<file path="src/rtl/pc_fetch_if.sv">
// Instruction-byte memory bus between the fetch unit (master) and instruction memory (slave).
interface pc_fetch_if;
   logic        mem_req;
   logic [63:0] mem_addr;
   logic        mem_ack;
   logic [7:0]  mem_rdata;

   modport master (output mem_req, output mem_addr, input mem_ack, input mem_rdata);
   modport slave  (input mem_req, input mem_addr, output mem_ack, output mem_rdata);
endinterface

</file>
<file path="src/rtl/pc_fetch.sv">
// Y86-64 style byte-serial instruction fetch: reads opcode, register and constant bytes.
// Optional memory timeout enabled by defining FETCH_TIMEOUT_EN.
module pc_fetch (
   input  logic        clk,
   input  logic        rst,
   input  logic        start,
   input  logic [63:0] newPC,
   pc_fetch_if.master  mem,
   output logic [63:0] PC,
   output logic [3:0]  icode,
   output logic [3:0]  ifun,
   output logic [3:0]  rA,
   output logic [3:0]  rB,
   output logic [63:0] valC,
   output logic [63:0] valP,
   output logic        instr_valid,
   output logic        instr_invalid,
   output logic        imem_error,
   output logic        busy,
   output logic        halted
);
   typedef enum logic [2:0] {IDLE, BYTE0, REGS, CONST, DONE, HALTED} state_t;

   state_t      state;
   logic [2:0]  cidx;
   logic [3:0]  b0_icode;
   logic [3:0]  cur_icode;
   logic        ack;
   logic        last;
   logic        launch;
   logic        halt_ic;
   logic        timeout;

   function automatic logic has_regs(input logic [3:0] ic);
      return ic inside {4'd2, 4'd3, 4'd4, 4'd5, 4'd6, 4'd10, 4'd11};
   endfunction

   function automatic logic has_const(input logic [3:0] ic);
      return ic inside {4'd3, 4'd4, 4'd5, 4'd7, 4'd8};
   endfunction

   function automatic logic [3:0] ilen(input logic [3:0] ic);
      return 4'd1 + {3'd0, has_regs(ic)} + {has_const(ic), 3'b000};
   endfunction

   assign ack       = mem.mem_req & mem.mem_ack;
   assign b0_icode  = mem.mem_rdata[7:4];
   assign cur_icode = (state == BYTE0) ? b0_icode : icode;
   assign halt_ic   = (icode == 4'd0) || (icode > 4'd11);
   assign launch    = start && ((state == IDLE) || ((state == DONE) && !halt_ic));

   // Final byte of the instruction, judged from the icode known in the current state
   always_comb begin
      last = 1'b0;
      case (state)
         BYTE0:   last = !has_regs(b0_icode) && !has_const(b0_icode);
         REGS:    last = !has_const(icode);
         CONST:   last = (cidx == 3'd7);
         default: last = 1'b0;
      endcase
   end

`ifdef FETCH_TIMEOUT_EN
   logic [3:0] tcnt;

   always_ff @(posedge clk) begin
      if (rst) begin
         tcnt       <= '0;
         imem_error <= 1'b0;
      end else if (!mem.mem_req || mem.mem_ack) begin
         tcnt <= '0;
      end else begin
         tcnt <= tcnt + 4'd1;
         if (tcnt == 4'd14) imem_error <= 1'b1;
      end
   end

   assign timeout = mem.mem_req && !mem.mem_ack && (tcnt == 4'd14);
`else
   assign timeout    = 1'b0;
   assign imem_error = 1'b0;
`endif

   // Later assignments below override the per-state update: final ack, launch, timeout
   always_ff @(posedge clk) begin
      if (rst) begin
         state         <= IDLE;
         PC            <= '0;
         valC          <= '0;
         valP          <= '0;
         icode         <= '0;
         ifun          <= '0;
         rA            <= '1;
         rB            <= '1;
         cidx          <= '0;
         mem.mem_req   <= 1'b0;
         mem.mem_addr  <= '0;
         instr_valid   <= 1'b0;
         instr_invalid <= 1'b0;
         halted        <= 1'b0;
         busy          <= 1'b0;
      end else begin
         instr_valid   <= 1'b0;
         instr_invalid <= 1'b0;
         case (state)
            BYTE0: if (ack) begin
               icode        <= mem.mem_rdata[7:4];
               ifun         <= mem.mem_rdata[3:0];
               rA           <= '1;
               rB           <= '1;
               valC         <= '0;
               valP         <= PC + {60'd0, ilen(b0_icode)};
               cidx         <= '0;
               mem.mem_addr <= mem.mem_addr + 64'd1;
               state        <= has_regs(b0_icode) ? REGS : CONST;
            end
            REGS: if (ack) begin
               rA           <= mem.mem_rdata[7:4];
               rB           <= mem.mem_rdata[3:0];
               mem.mem_addr <= mem.mem_addr + 64'd1;
               state        <= CONST;
            end
            CONST: if (ack) begin
               valC[{cidx, 3'b000} +: 8] <= mem.mem_rdata;
               cidx         <= cidx + 3'd1;
               mem.mem_addr <= mem.mem_addr + 64'd1;
            end
            DONE: begin
               busy <= 1'b0;
               if (halt_ic) begin
                  state  <= HALTED;
                  halted <= 1'b1;
               end else begin
                  state <= IDLE;
               end
            end
            default: ;
         endcase

         if (ack && last) begin
            state         <= DONE;
            mem.mem_req   <= 1'b0;
            instr_valid   <= 1'b1;
            instr_invalid <= (cur_icode > 4'd11);
         end

         if (launch) begin
            state        <= BYTE0;
            PC           <= newPC;
            mem.mem_addr <= newPC;
            mem.mem_req  <= 1'b1;
            busy         <= 1'b1;
         end

         if (timeout) begin
            state       <= HALTED;
            mem.mem_req <= 1'b0;
            halted      <= 1'b1;
            busy        <= 1'b0;
         end
      end
   end
endmodule

</file>
<file path="src/flat_wrapper.sv">
// flat-port wrapper written by rule: the top's interface ports become plain ports
module pc_fetch_flat 
  (clk, rst, start, newPC, PC, icode, ifun, rA, rB, valC, valP, instr_valid, instr_invalid, imem_error, busy, halted, mem_mem_req, mem_mem_addr, mem_mem_ack, mem_mem_rdata);
  pc_fetch_if mem_i ();
  input  logic clk;
  input  logic rst;
  input  logic start;
  input  logic [63:0] newPC;
  output logic [63:0] PC;
  output logic [3:0] icode;
  output logic [3:0] ifun;
  output logic [3:0] rA;
  output logic [3:0] rB;
  output logic [63:0] valC;
  output logic [63:0] valP;
  output logic instr_valid;
  output logic instr_invalid;
  output logic imem_error;
  output logic busy;
  output logic halted;
  output wire logic [$bits(mem_i.mem_req)-1:0] mem_mem_req;
  output wire logic [$bits(mem_i.mem_addr)-1:0] mem_mem_addr;
  input wire logic [$bits(mem_i.mem_ack)-1:0] mem_mem_ack;
  input wire logic [$bits(mem_i.mem_rdata)-1:0] mem_mem_rdata;
  assign mem_mem_req = mem_i.mem_req;
  assign mem_mem_addr = mem_i.mem_addr;
  assign mem_i.mem_ack = mem_mem_ack;
  assign mem_i.mem_rdata = mem_mem_rdata;
  pc_fetch u_core (.clk(clk), .rst(rst), .start(start), .newPC(newPC), .mem(mem_i), .PC(PC), .icode(icode), .ifun(ifun), .rA(rA), .rB(rB), .valC(valC), .valP(valP), .instr_valid(instr_valid), .instr_invalid(instr_invalid), .imem_error(imem_error), .busy(busy), .halted(halted));
endmodule
</file>
<file path="config.mk">
export PLATFORM = sky130hd
export DESIGN_NAME = pc_fetch_flat
export DESIGN_NICKNAME = d
export VERILOG_FILES = /design/src/rtl/pc_fetch_if.sv /design/src/rtl/pc_fetch.sv /design/src/flat_wrapper.sv
export SDC_FILE = /design/constraint.sdc
export NUM_CORES = 1
export LEC_CHECK = 0
export CORE_UTILIZATION = 49
export CTS_CLUSTER_DIAMETER = 200
export DETAILED_ROUTE_END_ITERATION = 8
export PLACE_DENSITY = 0.81
export REMOVE_ABC_BUFFERS = 1
export SYNTH_ARGS = -nofsm -noshare
export SYNTH_HDL_FRONTEND = slang
export SYNTH_SLANG_ARGS = --single-unit
</file>
<file path="constraint.sdc">
create_clock -name clk -period 3.89 [get_ports clk]
set_input_delay 0.778 -clock clk [delete_from_list [all_inputs] [get_ports clk]]
set_output_delay 0.778 -clock clk [all_outputs]
set_load 0.01 [all_outputs]
</file>
==> impl_results.md, run 1 <==
- DR iter-0 viols: 994
- Worst VDD drop: 310.9 uV
- Crit path capture type: register
- Distinct cells, synth: 69
- Post-synth EDFFs: 0
- CP arrival: 4.07 ns
- Fin crit period: 3.624 ns
- FF-to-FF End: u_core.valC[32]
- Worst Tran Pin Value: 1.125 ns
- RSZ-0062 raised after global routing: no
- Root Buffer: clkbuf_16
- Register bit total from synthesis: 283
- Share of the synthesized area in the top cell type: 44.32%
- CTS Buffer Depth: 3
- Clock Power Share: 41.5%
- First-pass GRT wire length: 65.70 mm
- Total design power: 7.232 mW
- Worst skew pair latency: 0.55 ns
- Die Wd: 163.5 um
- Worst Clk Skew: 0.01228 ns
- CTS tree: done
- Count of port buffers added during placement: 352
- Sw Ratio: 25.73%
- PD cells: 407.2 nW/um2
- Outcome: completed
- Most frequent cell after synthesis: dfxtp_1
- Synth Instances: 1566
- Pin count of the biggest net entering global routing: 125
- Die area: 26740 um2
- Min-Delay Endpoint: u_core.valP[2]
- Combinational Power Share: 13.8%
- Max_slew headroom: 24.30%
- Area delta synth->final: 38.92%
- DRC: 0
- Int Pwr: 5.371 mW
- Leak: 5.972 nW
- WHS Path Cells: 2
- Post-layout instance area: 17760 um2
- Area after DPL: 16720 um2
- Wirelength per Cell: 19.04 um
- Total CTS buffers: 29
- Synth area leaders: dfxtp_1 44%, nand2_1 7.3%, nor2_1 5.8%
- Setup TNS: 0 ns
- Pre-CTS setup slack: -0.1993 ns
- Clk sinks: 283
- Share of cells above drive strength 1: 5.808%
- H-Tree Level Count: 1
- R2r setup slk: 1.02 ns
- Layout fillers: 2071
- WS Path Type: input port to register
- Worst setup SP type: input port
- Dominant synthesized flop cell: dfxtp_1
- Total global-route track usage: 30.78%
- Netlist Area Pre-Place: 12780 um2
- Achievable Freq: 0.2760 GHz
- Post-CTS sizing: 0
- Clk slew on worst S/H paths: 0.06 ns
- Vias: 12990
- Post-synth ARST share: 0%
- Final setup viols: 0
- TritonRoute pass-1 iters: 6
- Ys Warns: 0
- Antenna-violating nets left: 0
- Final Hold Viols: 0
- Post-CTS setup buffer count: 0
- Post-synthesis sequential area ratio: 44.32%
- Max-slew violation count: 0
- Drt total wl: 42.68 mm
- CTS Hold Bufs: 0
- Post-route clock period utilization: 93.15%
- # IOs: 354
- Rows: 58
- Final GP Congestion: 0.9035
- Register share of total power: 44.8%
- Hold Startpoint: u_core.valP[2]
- Reg2Reg Depth: 8
- Final-stage net count: 1976
- Post-synth top area cell: dfxtp_1
- Synth top cells by count: 283 x dfxtp_1, 250 x nand2_1, 197 x nor2_1, 126 x a21oi_1, 85 x clkbuf_1
- Initial Util: 50.33%
- Required @ worst endpoint: 4.34 ns
- Hold crit path type: register to register
- Remaining Overflow, GRT: 0
- Sw power: 1.861 mW
- Area of the multi-input gates: 6673 um2
- Vias in the first global route: 12160
- Final worst setup slack: 0.2663 ns
- Worst R2R Start: u_core.cidx[0]
- Post-DP HPWL: 29.89 mm
- Core Region: 25400 um2
- Initial antenna violation count: 0
- Register area: 5665 um2
- Max-cap viol count: 0
- Die Height: 163.5 um
- Number of vias per cell: 5.793
- Syn avg cell area: 8.162 um2
- Hold WS: 0.4586 ns
- Worst-path maximum fanout: 5
-- cell families after synthesis --
| logic type | synth area share [%] |
|---|---|
| xor gates and xnor gates | 6.852 |
| muxes | 0.2545 |
| and+or+nand+nor | 26.48 |
| adders and majority gates | 1.135 |
| DFF | 44.32 |
| other | 0.02934 |
| buffers and inverters | 3.641 |
| AOI/OAI and AO/OA | 17.29 |
-- flip-flops by register name (all words and copies together) (netlist names) --
signal                cells
u_core.mem.mem_req        1
u_core.instr_invalid      1
u_core.ifun               4
u_core.busy               1
u_core.icode              4
u_core.rB                 4
u_core.mem.mem_addr      64
u_core.PC                64
u_core.valC              64
u_core.valP              64
u_core.rA                 4
u_core.halted             1
u_core.instr_valid        1
u_core.cidx               3
u_core.state              3
-- per-layer routing --
layer	global-route usage [%]	share of wire [%]
met5	0	0
met2	49.81	46
met3	5.739	8.6
met1	40.16	41
met4	12.71	3.8
-- through the flow --
stage,cells,util (%)
floorplan,1467,-
global placement,2188,65.82
detailed placement,2188,65.82
CTS,2241,69.90
global route,2241,69.90
finish,2242,69.91
-- final cells by class --
type / instances / area share [%]
Clock buffer: 46 / 5.066
Inverter: 19 / 0.4016
Multi-Input combinational cell: 1165 / 37.58
Tap cell: 330 / 2.325
Antenna cell: 1 / 0.01409
Timing Repair Buffer: 391 / 21.93
Sequential cell: 283 / 31.91
Clock inverter: 7 / 0.7751
-- critical path: stages --
cell,delay (ns)
clkdlybuf4s50_1,0.51
nand2_1,0.09
a2bb2oi_1,0.40
ha_1,0.26
inv_1,0.06
fa_1,0.39
and3b_1,0.29
o21ai_0,0.20
or3_1,0.51
or3_1,0.33
a311oi_1,0.25
-- how the worst max path moves through the flow --
stage	startpoint	to	slack [ns]	cells after the start
after floorplan	mem_mem_ack	u_core.valP[1]	-1.99	4
after global placement	mem_mem_rdata[5]	u_core.valP[18]	-0.15	11
after detailed placement	mem_mem_rdata[5]	u_core.valP[18]	-0.20	11
after CTS	mem_mem_rdata[5]	u_core.valP[44]	0.29	13
after global routing	mem_mem_rdata[5]	u_core.valP[18]	0.11	11
final	mem_mem_rdata[5]	u_core.valP[18]	0.27	11
-- power groups by stage --
stage | clock [mW] | combinational, mW | sequential, mW
after floorplan | 0 | 0.363 | 3.32
after global placement | 0 | 0.969 | 3.29
after detailed placement | 0 | 0.984 | 3.29
after global routing | 3.15 | 1.07 | 3.26
after CTS | 3.02 | 0.993 | 3.23
final | 3.00 | 0.995 | 3.24
-- cell usage in the layout (no fill, tap or decap), drive strengths merged, types with 4 or more instances in the layout --
master         instances
clkdlybuf4s50        351
dfxtp                283
nand2                250
nor2                 197
a21oi                126
a211oi                84
xor2                  57
nand4                 55
nand3                 51
a22oi                 48
clkbuf                47
xnor2                 43
nor3                  39
buf                   39
inv                   19
nor4                  18
and3                  17
o21ai                 13
nor2b                 12
or3                   12
a31oi                 12
nand2b                11
and4                  11
ha                    10
o22ai                  9
and2                   9
o211ai                 8
a21o                   8
nor4b                  8
or4                    7
o22a                   6
a311oi                 5
or2                    5
bufinv                 4
No activity file was read; power rests on OpenSTA's default activity.
==> run 2: changes to the inputs <==
==> constraint.sdc (replaced) <==
create_clock -name clk -period 3.89 [get_ports clk]
set_input_delay 0.778 -clock clk [delete_from_list [all_inputs] [get_ports clk]]
set_output_delay 0.778 -clock clk [all_outputs]
set_load 0.1 [all_outputs]
==> run 2 against run 1 <==
Flip-flop and latch count unchanged. Combinational power up 95%. Routed wire length down 0.18%. Global-route usage down 0.12 points.
==> impl_results.md, run 2 (same netlist as run 1, synthesis figures left out) <==
- Root Buffer: clkbuf_16 (unchanged)
- RSZ-0062 raised after global routing: no (unchanged)
- Worst path slowest cell: or4_1 (was clkdlybuf4s50_1)
- CTS Hold Bufs: 0 (unchanged)
- Fin crit period: 3.629 ns (was 3.624 ns)
- Met3 GRT Util: 5.231% (was 5.739%)
- Final Hold Viols: 0 (unchanged)
- Total design power: 8.458 mW (was 7.232 mW)
- Pin count of the biggest net entering global routing: 125 (unchanged)
- Wirelength per Cell: 18.98 um (was 19.04 um)
- TritonRoute pass-1 iters: 5 (was 6)
- Total CTS buffers: 30 (was 29)
- Layout fillers: 2003 (was 2071)
- Vias: 13160 (was 12990)
- Cells along the critical path: clkdlybuf4s50_1 -> nand2_1 -> a2bb2oi_1 -> ha_1 -> inv_1 -> fa_1 -> and3b_1 -> o21a_1 -> nand4_1 -> or4_1 -> nor3b_1 -> nor3_1 (was clkdlybuf4s50_1 -> nand2_1 -> a2bb2oi_1 -> ha_1 -> inv_1 -> fa_1 -> and3b_1 -> o21ai_0 -> or3_1 -> or3_1 -> a311oi_1)
- # IOs: 354 (unchanged)
- Post-CTS setup buffer count: 0 (unchanged)
- CP arrival: 4.10 ns (was 4.07 ns)
- Clk slew on worst S/H paths: 0.06 ns (about the same)
- Worst Tran Pin Value: 1.191 ns (was 1.125 ns)
- Post-CTS sizing: 0 (unchanged)
- Total global-route track usage: 30.66% (was 30.78%)
- Worst Clk Skew: 0.008984 ns (was 0.01228 ns)
- Final-stage net count: 1978 (was 1976)
- Pre-CTS setup slack: -0.2051 ns (was -0.1993 ns)
- Share of cells above drive strength 1: 6.113% (was 5.808%)
- Vias in the first global route: 12100 (was 12160)
- CTS tree: done (unchanged)
- Initial Util: 50.33% (unchanged)
- Final setup viols: 0 (unchanged)
- Area after DPL: 16720 um2 (about the same)
- Worst setup SP type: input port (unchanged)
- Number of vias per cell: 5.862 (was 5.793)
- Max-cap viol count: 0 (unchanged)
- Antenna-violating nets left: 0 (unchanged)
- Hold crit path type: register to register (unchanged)
- PD cells: 473.2 nW/um2 (was 407.2 nW/um2)
- Area delta synth->final: 39.82% (was 38.92%)
- Post-DP HPWL: 29.90 mm (was 29.89 mm)
- Worst VDD drop: 405.2 uV (was 310.9 uV)
- CTS Buffer Depth: 3 (unchanged)
- Achievable Freq: 0.2756 GHz (was 0.2760 GHz)
- Final GP Congestion: 0.9053 (was 0.9035)
- Die area: 26740 um2 (unchanged)
- WS Path Type: input port to register (unchanged)
- Top cell family by delay on the critical path: simple AND/OR/NAND/NOR gates (unchanged)
- CP max stage delay: 0.55 ns (was 0.51 ns)
- DRC: 0 (unchanged)
- Crit path buf inv count: 2 (unchanged)
- Worst skew pair latency: 0.55 ns (about the same)
- Most frequent cells in the layout: 351 x clkdlybuf4s50_1, 283 x dfxtp_1, 250 x nand2_1 (unchanged)
- Drt total wl: 42.60 mm (was 42.68 mm)
- H-Tree Level Count: 1 (unchanged)
- Commonest non-fill, non-tap cell in the layout: clkdlybuf4s50_1 (unchanged)
- Die Wd: 163.5 um (unchanged)
- Final worst setup slack: 0.2614 ns (was 0.2663 ns)
- GRT Max-Usage Layer: met2 (unchanged)
- Count of port buffers added during placement: 352 (unchanged)
- Outcome: completed (unchanged)
- DR iter-0 viols: 1199 (was 994)
- Core Region: 25400 um2 (unchanged)
- First-pass GRT wire length: 65.38 mm (was 65.70 mm)
- Crit path capture type: register (unchanged)
- Rows: 58 (unchanged)
- Post-layout instance area: 17870 um2 (was 17760 um2)
- Fin util: 70.36% (was 69.91%)
- Max_slew headroom: 19.87% (was 24.30%)
- Max-slew violation count: 0 (unchanged)
- Required @ worst endpoint: 4.37 ns (was 4.34 ns)
- Initial antenna violation count: 1 (was 0)
- Remaining Overflow, GRT: 0 (unchanged)
- Clk sinks: 283 (unchanged)
- M2 GR Usage: 49.87% (was 49.81%)
- Worst-path maximum fanout: 4 (was 5)
- Post-route clock period utilization: 93.28% (was 93.15%)
- Leak: 6.038 nW (was 5.972 nW)
- Die Height: 163.5 um (unchanged)
- Met1 usage: 39.90% (was 40.16%)
==> run 2: cell types whose count changed in the layout (fill, tap and decap cells not counted), sizes merged <==
cell,previous run,this run
clkbuf,47,41
clkinv,2,7
bufinv,4,8
buf,39,40
clkinvlp,1,0
==> run 2: power breakdown <==
part           switching [mW]  internal, mW  leakage, nW
registers               0.195          3.04         2.30
clock network            1.19          2.09        0.569
logic                    1.46         0.487         3.16
total                    2.84          5.62         6.04
==> run 2: tightest hold or removal path, delay by kind of cell (launching register included) <==
kind | cells | cell delay (ns)
flops | 1 | 0.31
compound gates | 1 | 0.05
simple gates | 1 | 0.05
==> run 2: stage by stage <==
stage / hold WS, ns / TNS [ns] / instances
floorplan: 0.4805 / -279.78 / 1467
global placement: 0.4391 / -1.231 / 2189
detailed placement: 0.4467 / -2.571 / 2189
CTS: 0.4553 / 0 / 2244
global route: 0.4666 / 0 / 2245
finish: 0.4531 / 0 / 2245
==> run 2: path summary, 6_finish.rpt <==
path                         start               to  slack (ns)  depth (start not counted)
setup reg to reg    u_core.cidx[0]  u_core.valC[36]        0.97                          8
hold / removal      u_core.valP[2]   u_core.valP[2]        0.45                          2
hold reg to reg     u_core.valP[2]   u_core.valP[2]        0.45                          2
setup / recovery  mem_mem_rdata[5]  u_core.valP[34]        0.26                         12
==> run 2: area by class of cell <==
cell class / instances / area, um2 / share of cell area [%]
multi-input cells: 1165 / 6673 / 37.34
flip-flops and latches: 283 / 5665 / 31.70
repair buffers: 392 / 3902 / 21.84
clock buffers: 40 / 869.6 / 4.866
well taps: 330 / 412.9 / 2.310
clock inverters: 15 / 275.3 / 1.540
inverters: 19 / 71.32 / 0.3990
diodes: 1 / 2.502 / 0.01400
==> run 2: routing by layer <==
layer,wire [um],vias up
li1,-,6191
met1,17450,6236
met2,19880,614
met3,3550,120
met4,1719,0
met5,0,-
==> run 3: changes to the inputs <==
MAX_ROUTING_LAYER = met4   (was not set)
==> run 3 against run 2 <==
Setup slack better by 0.098 ns. Power fell by 5.6%. Combinational power about the same. Count of clock-buffer cells in the layout rose by 6. Critical endpoint is now u_core.valP[18].
==> impl_results.md, run 3 (same netlist as run 1, synthesis figures left out) <==
- TritonRoute pass-1 iters: 5 (unchanged)
- Max-cap viol count: 0 (unchanged)
- Clk sinks: 283 (unchanged)
- CP max stage delay: 0.51 ns (was 0.55 ns)
- Worst path slowest cell: clkdlybuf4s50_1 (was or4_1)
- Hold crit path type: register to register (unchanged)
- # IOs: 354 (unchanged)
- DRC: 0 (unchanged)
- WS Path Type: input port to register (unchanged)
- Most frequent cells in the layout: 351 x clkdlybuf4s50_1, 283 x dfxtp_1, 250 x nand2_1 (unchanged)
- Hold WS: 0.4546 ns (was 0.4531 ns)
- Number of vias per cell: 5.833 (was 5.862)
- Pin count of the biggest net entering global routing: 130 (was 125)
- Antenna-violating nets left: 0 (unchanged)
- Die area: 26740 um2 (unchanged)
- RSZ-0062 raised after global routing: no (unchanged)
- Die Wd: 163.5 um (unchanged)
- Final setup viols: 0 (unchanged)
- CP arrival: 3.99 ns (was 4.10 ns)
- Remaining Overflow, GRT: 0 (unchanged)
- Worst skew pair latency: 0.56 ns (was 0.55 ns)
- Final GP Congestion: 0.9072 (was 0.9053)
- Leak: 5.946 nW (was 6.038 nW)
- Worst VDD drop: 384.5 uV (was 405.2 uV)
- Initial antenna violation count: 0 (was 1)
- PD cells: 451.5 nW/um2 (was 473.2 nW/um2)
- Final non-filler cell total: 2245 (unchanged)
- Worst-path maximum fanout: 5 (was 4)
- Count of port buffers added during placement: 352 (unchanged)
- Worst setup SP type: input port (unchanged)
- H-Tree Level Count: 1 (unchanged)
- CTS Hold Bufs: 0 (unchanged)
- CTS tree: done (unchanged)
- CTS Buffer Depth: 3 (unchanged)
- Cells along the critical path: clkdlybuf4s50_1 -> nand2_1 -> a2bb2oi_1 -> ha_1 -> inv_1 -> fa_1 -> and3b_1 -> o21ai_0 -> or3_1 -> or3_1 -> a311oi_1 (was clkdlybuf4s50_1 -> nand2_1 -> a2bb2oi_1 -> ha_1 -> inv_1 -> fa_1 -> and3b_1 -> o21a_1 -> nand4_1 -> or4_1 -> nor3b_1 -> nor3_1)
- Most frequent cell on the critical path: or3_1
- Layout fillers: 2070 (was 2003)
- Drt total wl: 42.22 mm (was 42.60 mm)
- Final Hold Viols: 0 (unchanged)
- Max_slew headroom: 26.22% (was 19.87%)
- Required @ worst endpoint: 4.35 ns (was 4.37 ns)
- Worst Clk Skew: 0.01122 ns (was 0.008984 ns)
- Commonest non-fill, non-tap cell in the layout: clkdlybuf4s50_1 (unchanged)
- Die Height: 163.5 um (unchanged)
- Achievable Freq: 0.2832 GHz (was 0.2756 GHz)
- Final-stage net count: 1979 (was 1978)
- Outcome: completed (unchanged)
- Root Buffer: clkbuf_16 (unchanged)
- Post-DP HPWL: 29.99 mm (was 29.90 mm)
- Share of cells above drive strength 1: 5.849% (was 6.113%)
- Rows: 58 (unchanged)
- Wirelength per Cell: 18.80 um (was 18.98 um)
- Clk slew on worst S/H paths: 0.07 ns (was 0.06 ns)
- First-pass GRT wire length: 64.01 mm (was 65.38 mm)
- Total global-route track usage: 30.94% (was 30.66%)
- Crit path capture type: register (unchanged)
- Total CTS buffers: 30 (unchanged)
- DR iter-0 viols: 1141 (was 1199)
- Vias: 13100 (was 13160)
- Antenna diodes: 0 (was 1)
- Initial Util: 50.33% (unchanged)
- Total design power: 7.985 mW (was 8.458 mW)
- Post-route clock period utilization: 90.76% (was 93.28%)
- Post-CTS setup buffer count: 0 (unchanged)
- Fin crit period: 3.530 ns (was 3.629 ns)
- Area delta synth->final: 38.38% (was 39.82%)
- Post-CTS sizing: 0 (unchanged)
- Vias in the first global route: 11830 (was 12100)
- Placed Cells: 2190 (was 2189)
- Core Region: 25400 um2 (unchanged)
- Max-slew violation count: 0 (unchanged)
- Worst Tran Pin Value: 1.097 ns (was 1.191 ns)
-- run 3: per-layer routing --
metal  global-route usage (%)  share of wire [%]  vias to the layer above
met5                        -                  0                        -
met3                    4.063                7.4                      117
li1                         -                  -                     6188
met4                    13.05                4.4                        0
met2                    47.55                 46                      614
met1                    40.79                 43                     6176
-- run 3: final timing paths --
check                     to        startpoint  depth (start not counted)  slack, ns
min           u_core.valP[2]    u_core.valP[2]                          2       0.45
max reg2reg  u_core.valC[36]    u_core.cidx[0]                          9       1.02
min reg2reg   u_core.valP[2]    u_core.valP[2]                          2       0.45
max          u_core.valP[18]  mem_mem_rdata[5]                         11       0.36
-- run 3: area by class of cell --
class / count / area (um2) / area share [%]
clock buffers: 46 / 892.1 / 5.044
clock inverters: 9 / 76.32 / 0.4315
inverters: 19 / 71.32 / 0.4032
multi-input cells: 1165 / 6673 / 37.72
flip-flops and latches: 283 / 5665 / 32.03
well taps: 330 / 412.9 / 2.334
repair buffers: 393 / 3897 / 22.03
-- run 3: metrics by stage --
step	TNS (ns)	instance area, um2	util (%)	setup slack [ns]
4_1_cts	0	17690	69.64	0.3320
3_3_place_gp	-1.453	16720	65.83	-0.1519
2_1_floorplan	-279.78	12390	-	-2.359
3_5_place_dp	-2.662	16720	65.83	-0.2188
6_report	0	17690	69.64	0.3595
5_1_grt	0	17690	69.64	0.1489
-- run 3: power breakdown --
part	switching (mW)	total (mW)	internal, mW
registers	0.194	3.24	3.04
clock network	1.17	2.81	1.64
logic	1.45	1.94	0.485
total	2.82	7.99	5.16
-- run 3: critical path: cells and delay by family --
| family | cells | cell delay (ns) |
|---|---|---|
| AO/OA/AOI/OAI | 3 | 0.80 |
| adder cells (fa/ha/maj) | 2 | 0.65 |
| AND/OR/NAND/NOR | 4 | 1.20 |
| buffers and inverters | 2 | 0.57 |
==> RTL edit 1, RTL diff (settings of run 3) <==
Build with the macro `FETCH_TIMEOUT_EN` defined.
--- a/src/rtl/pc_fetch.sv
+++ b/src/rtl/pc_fetch.sv
@@ -1,5 +1,7 @@
 // Y86-64 style byte-serial instruction fetch: reads opcode, register and constant bytes.
 // Optional memory timeout enabled by defining FETCH_TIMEOUT_EN.
+`define FETCH_TIMEOUT_EN
+
 module pc_fetch (
    input  logic        clk,
    input  logic        rst,
Behaviour: same outputs for any inputs over 4 cycles, from zero or initial values and one cycle with rst high; that may be too few to reach the edited logic, so the function may still have changed.
==> RTL edit 1 against run 3 <==
Register-to-register slack worse by 0.03 ns; highest routed layer unchanged; hold slack barely moved; die area is 4.8% higher; largest power group is now the clock network; worst setup slack better by 0.092 ns; power up 12%; wire length increased by 15%; via count is 11% higher; critical path depth rose by 1; sequential cell count increased by 5; sequential power up 4%; first-iteration DRC count rose by 36%; final area rose by 4.3%; synthesized cell count increased by 6.2%; synthesized area grew 4.9%.
==> RTL edit 1: results (changes against run 3) <==
Outcome -> complete, no violations
Nets -> 2057 (+3.9%)
Sw Share -> 0.352 (-0.00129)
Pleak -> 6.18 nW (+3.9%)
Hold Crit Start -> u_core.ifun[3]
Int Power -> 5.79 mW (+12%)
DR vias -> 14500 (+11%)
Via density -> 6.22 (+6.6%)
Placed insts -> 2277 (+4.0%)
Hold Crit Class -> reg2reg
# Post-CTS Setup Buffers -> 0 (unchanged)
Initial antenna violation count -> 1 (+1)
Slew @ Worst Pin -> 1.11 ns (+0.00916 ns)
Largest net degree at the start of global routing -> 82 (-37%)
Comb pwr -> 2.18 mW (+12%)
VDD IR-drop max -> 0.328 mV (-15%)
Reg2reg start -> u_core.mem.mem_addr[0]
Setup Skew -> 0.0129 ns (+0.00167 ns)
Sequential power -> 3.37 mW (+4%)
Post-Syn Area per Cell -> 8.06 sq um (-1.3%)
Synth cell types -> 60 (-13%)
Arrival time at the worst endpoint -> 3.92 ns (-0.07 ns)
Initial DRC Count -> 1556 (+36%)
Routability congestion estimate -> 0.945 (+4.2%)
Sequential-to-total area share from yosys stat -> 0.430 (-0.0131)
Resize count post-CTS -> 0 (unchanged)
Total GRT Usage -> 0.344 (+0.0349)
Total CTS buffers -> 30 (unchanged)
Max incr delay on CP -> 0.55 ns (+0.04 ns)
Commonest cells post-synth -> dfxtp_1, nand2_1, a21oi_1
# port buffers -> 353 (+0.28%)
Share of layout cells above drive strength 1 -> 0.0593 (+0.000781)
Worst Setup SP -> mem_mem_rdata[6]
Slew Limit Fails -> 0 (unchanged)
Crit path max-delay cell type -> or3_1
Worst slack at placement -> -0.115 ns (+0.104 ns)
Max FO, Critical Path -> 12 (+7)
DP HPWL -> 34.5 mm (+15%)
Vias in the first global route -> 13600 (+15%)
H-tree depth -> 1 (unchanged)
Maximum root-to-sink buffer count -> 3 (unchanged)
Top cells by area, synth -> dfxtp_1, nand2_1, a21oi_1
DRT Wirelength -> 48.4 mm (+15%)
First-pass GRT wire length -> 75.4 mm (+18%)
==> RTL edit 1: changes by cell type after synthesis, sizes merged, moves of 25 or more <==
cell and change:
nor3 +35, o21ai +85, nor2 -70, xor2 -37
clkbuf +25, nand2 -27, and4 +34, a211oi -37
==> RTL edit 1: area by class of cell <==
type	count	area (sq um)
clock buffer	42	867
clock inverter	13	290
tap	341	427
fill	2185	8430
antenna	1	2.50
timing repair buffer	393	3870
inverter	29	109
multi-input combinational	1226	7120
sequential	288	5770
==> RTL edit 1: cell families after synthesis <==
| logic type | Yosys count | synth area share |
|---|---|---|
| AND/OR/NAND/NOR | 726 | 0.280 |
| AO/OA/AOI/OAI | 424 | 0.193 |
| flip-flops | 288 | 0.430 |
| buffers and inverters | 149 | 0.0425 |
| XOR/XNOR | 60 | 0.0392 |
| adder cells (fa/ha/maj) | 13 | 0.0127 |
| multiplexers | 3 | 0.00252 |
==> RTL edit 1: tightest hold or removal path: stages (launching register included) <==
cell and delay [ns]:
dfxtp_1 0.31, nand2_1 0.05, a21oi_1 0.05
==> RTL edit 1: final timing paths <==
path | slack, ns | cells past startpoint | to
max | 0.45 | 12 | u_core.valP[46]
min | 0.45 | 2 | u_core.ifun[3]
max reg2reg | 0.99 | 6 | u_core.mem.mem_addr[62]
min reg2reg | 0.45 | 2 | u_core.ifun[3]
==> RTL edit 1: through the flow <==
step           instance area [sq um]  utilization  hold slack (ns)
2_1_floorplan                  12900            -            0.430
3_3_place_gp                   17300        0.643            0.438
3_5_place_dp                   17300        0.643            0.448
4_1_cts                        18400        0.686            0.455
5_1_grt                        18400        0.686            0.478
6_report                       18400        0.686            0.454
==> RTL edit 1: per-layer routing <==
metal	global-route usage	routed length, um
met2	0.526	21800
met1	0.440	19800
met5	-	0
met4	0.156	2210
met3	0.0667	4630
==> RTL edit 2, RTL diff (config.mk and constraints of run 3) <==
Without the edit above. Encoding of `state_t`: now one-hot (6 bits for 6 states).
--- a/src/rtl/pc_fetch.sv
+++ b/src/rtl/pc_fetch.sv
@@ -19,7 +19,7 @@
    output logic        busy,
    output logic        halted
 );
-   typedef enum logic [2:0] {IDLE, BYTE0, REGS, CONST, DONE, HALTED} state_t;
+   typedef enum logic [5:0] {IDLE = 6'b000001, BYTE0 = 6'b000010, REGS = 6'b000100, CONST = 6'b001000, DONE = 6'b010000, HALTED = 6'b100000} state_t;
 
    state_t      state;
    logic [2:0]  cidx;
Function: same outputs for any inputs over 4 cycles, from zero or initial values and one cycle with rst high; so few cycles prove little.
==> RTL edit 2 against run 3 <==
Clock power up 4%; synthesized area up 5.5%; final area up 3.9%; power down 0.81%; worst setup slack worse by 0.055 ns; wire length up 9.8%; sequential cell count up 3; first-iteration DRC count up 28%; largest cell class unchanged.
==> RTL edit 2: results (changes against run 3) <==
Sequential share of power -> 0.410 (+0.005)
Share of layout cells above drive strength 1 -> 0.0600 (+0.00151)
Nets -> 2067 (+4.4%)
Met3 routed WL -> 4.48 mm (+43%)
DP HPWL -> 32.9 mm (+9.8%)
R2r endpoint -> u_core.mem.mem_addr[28]
Compound-Gate Fraction of Synth Area -> 0.204 (+0.0314)
Met2 usage -> 0.533 (+0.0574)
Post-synthesis adder-cell area fraction -> 0.00891 (-0.00245)
Initial DRC Count -> 1465 (+28%)
Largest net degree at the start of global routing -> 198 (+52%)
Pleak -> 5.86 nW (-1.4%)
Hold WS -> 0.451 ns (-0.00386 ns)
Arrival time at the worst endpoint -> 4.04 ns (+0.05 ns)
First-pass GRT wire length -> 72.5 mm (+13%)
Met3 Usage GRT -> 0.0693 (+0.0287)
Cell Area, Placed -> 17400 sq um (+4.0%)
Drt wl/cell -> 19.8 um (+5.3%)
Vias in the first global route -> 13300 (+13%)
GR Util met1 -> 0.402 (-0.00560)
DRT Wirelength -> 46.4 mm (+9.8%)
Hold Crit Start -> u_core.valP[4]
Setup Skew -> 0.0172 ns (+0.00598 ns)
Ys flop type -> dfxtp_1
Clock group power -> 2.92 mW (+4%)
Via density -> 6.16 (+5.7%)
R2R cell count -> 5 (-4)
Final hold violation count -> 0 (unchanged)
Switching power -> 2.69 mW (-4.6%)
VDD IR-drop max -> 0.349 mV (-9.2%)
Outcome -> complete, no violations
Max FO, Critical Path -> 7 (+2)
Reg2Reg Setup Slack -> 0.71 ns (-0.31 ns)
Max-slew headroom -> 0.272 (+0.0102)
DR WL met2 -> 21.3 mm (+11%)
Drt first pass iters -> 7 (+2)
Total GRT Usage -> 0.328 (+0.0183)
Max incr delay on CP -> 0.47 ns (-0.04 ns)
Mapped Cells -> 1686 (+7.7%)
Worst slack at placement -> -0.238 ns (-0.0189 ns)
Routability congestion estimate -> 0.906 (about the same)
Initial antenna violation count -> 1 (+1)
Hold path endpoint -> u_core.valP[4]
M1 WL -> 18.9 mm (+5.0%)
Post-Synth XOR/XNOR Area -> 0.0279 (-0.0406)
Reg2reg start -> u_core.state[3]
Filler cell count -> 2220 (+7.2%)
Top cells by area, synth -> dfxtp_1, nand2_1, nor2_1
Proportion of synthesized area in mux cells -> 0.00297 (+0.000425)
==> RTL edit 2: cell type report <==
cell class	count	area, sq um	area share
clock inverter	8	124	0.00674
tap	341	427	0.0232
timing repair buffer	398	3950	0.215
clock buffer	42	867	0.0472
sequential	286	5730	0.311
antenna	1	2.50	0.000136
inverter	40	150	0.00817
multi-input combinational	1226	7140	0.388
==> RTL edit 2: how the worst max path moves through the flow <==
stage | start | to | slack (ns) | depth (start not counted)
floorplan | u_core.icode[0] | u_core.mem.mem_addr[58] | -1.19 | 5
global placement | mem_mem_rdata[6] | u_core.valP[38] | -0.1 | 12
detailed placement | mem_mem_rdata[6] | u_core.valP[38] | -0.24 | 12
CTS | mem_mem_rdata[6] | u_core.valP[38] | 0.33 | 12
global route | mem_mem_rdata[6] | u_core.valP[38] | 0.14 | 12
finish | mem_mem_rdata[6] | u_core.valP[38] | 0.30 | 12
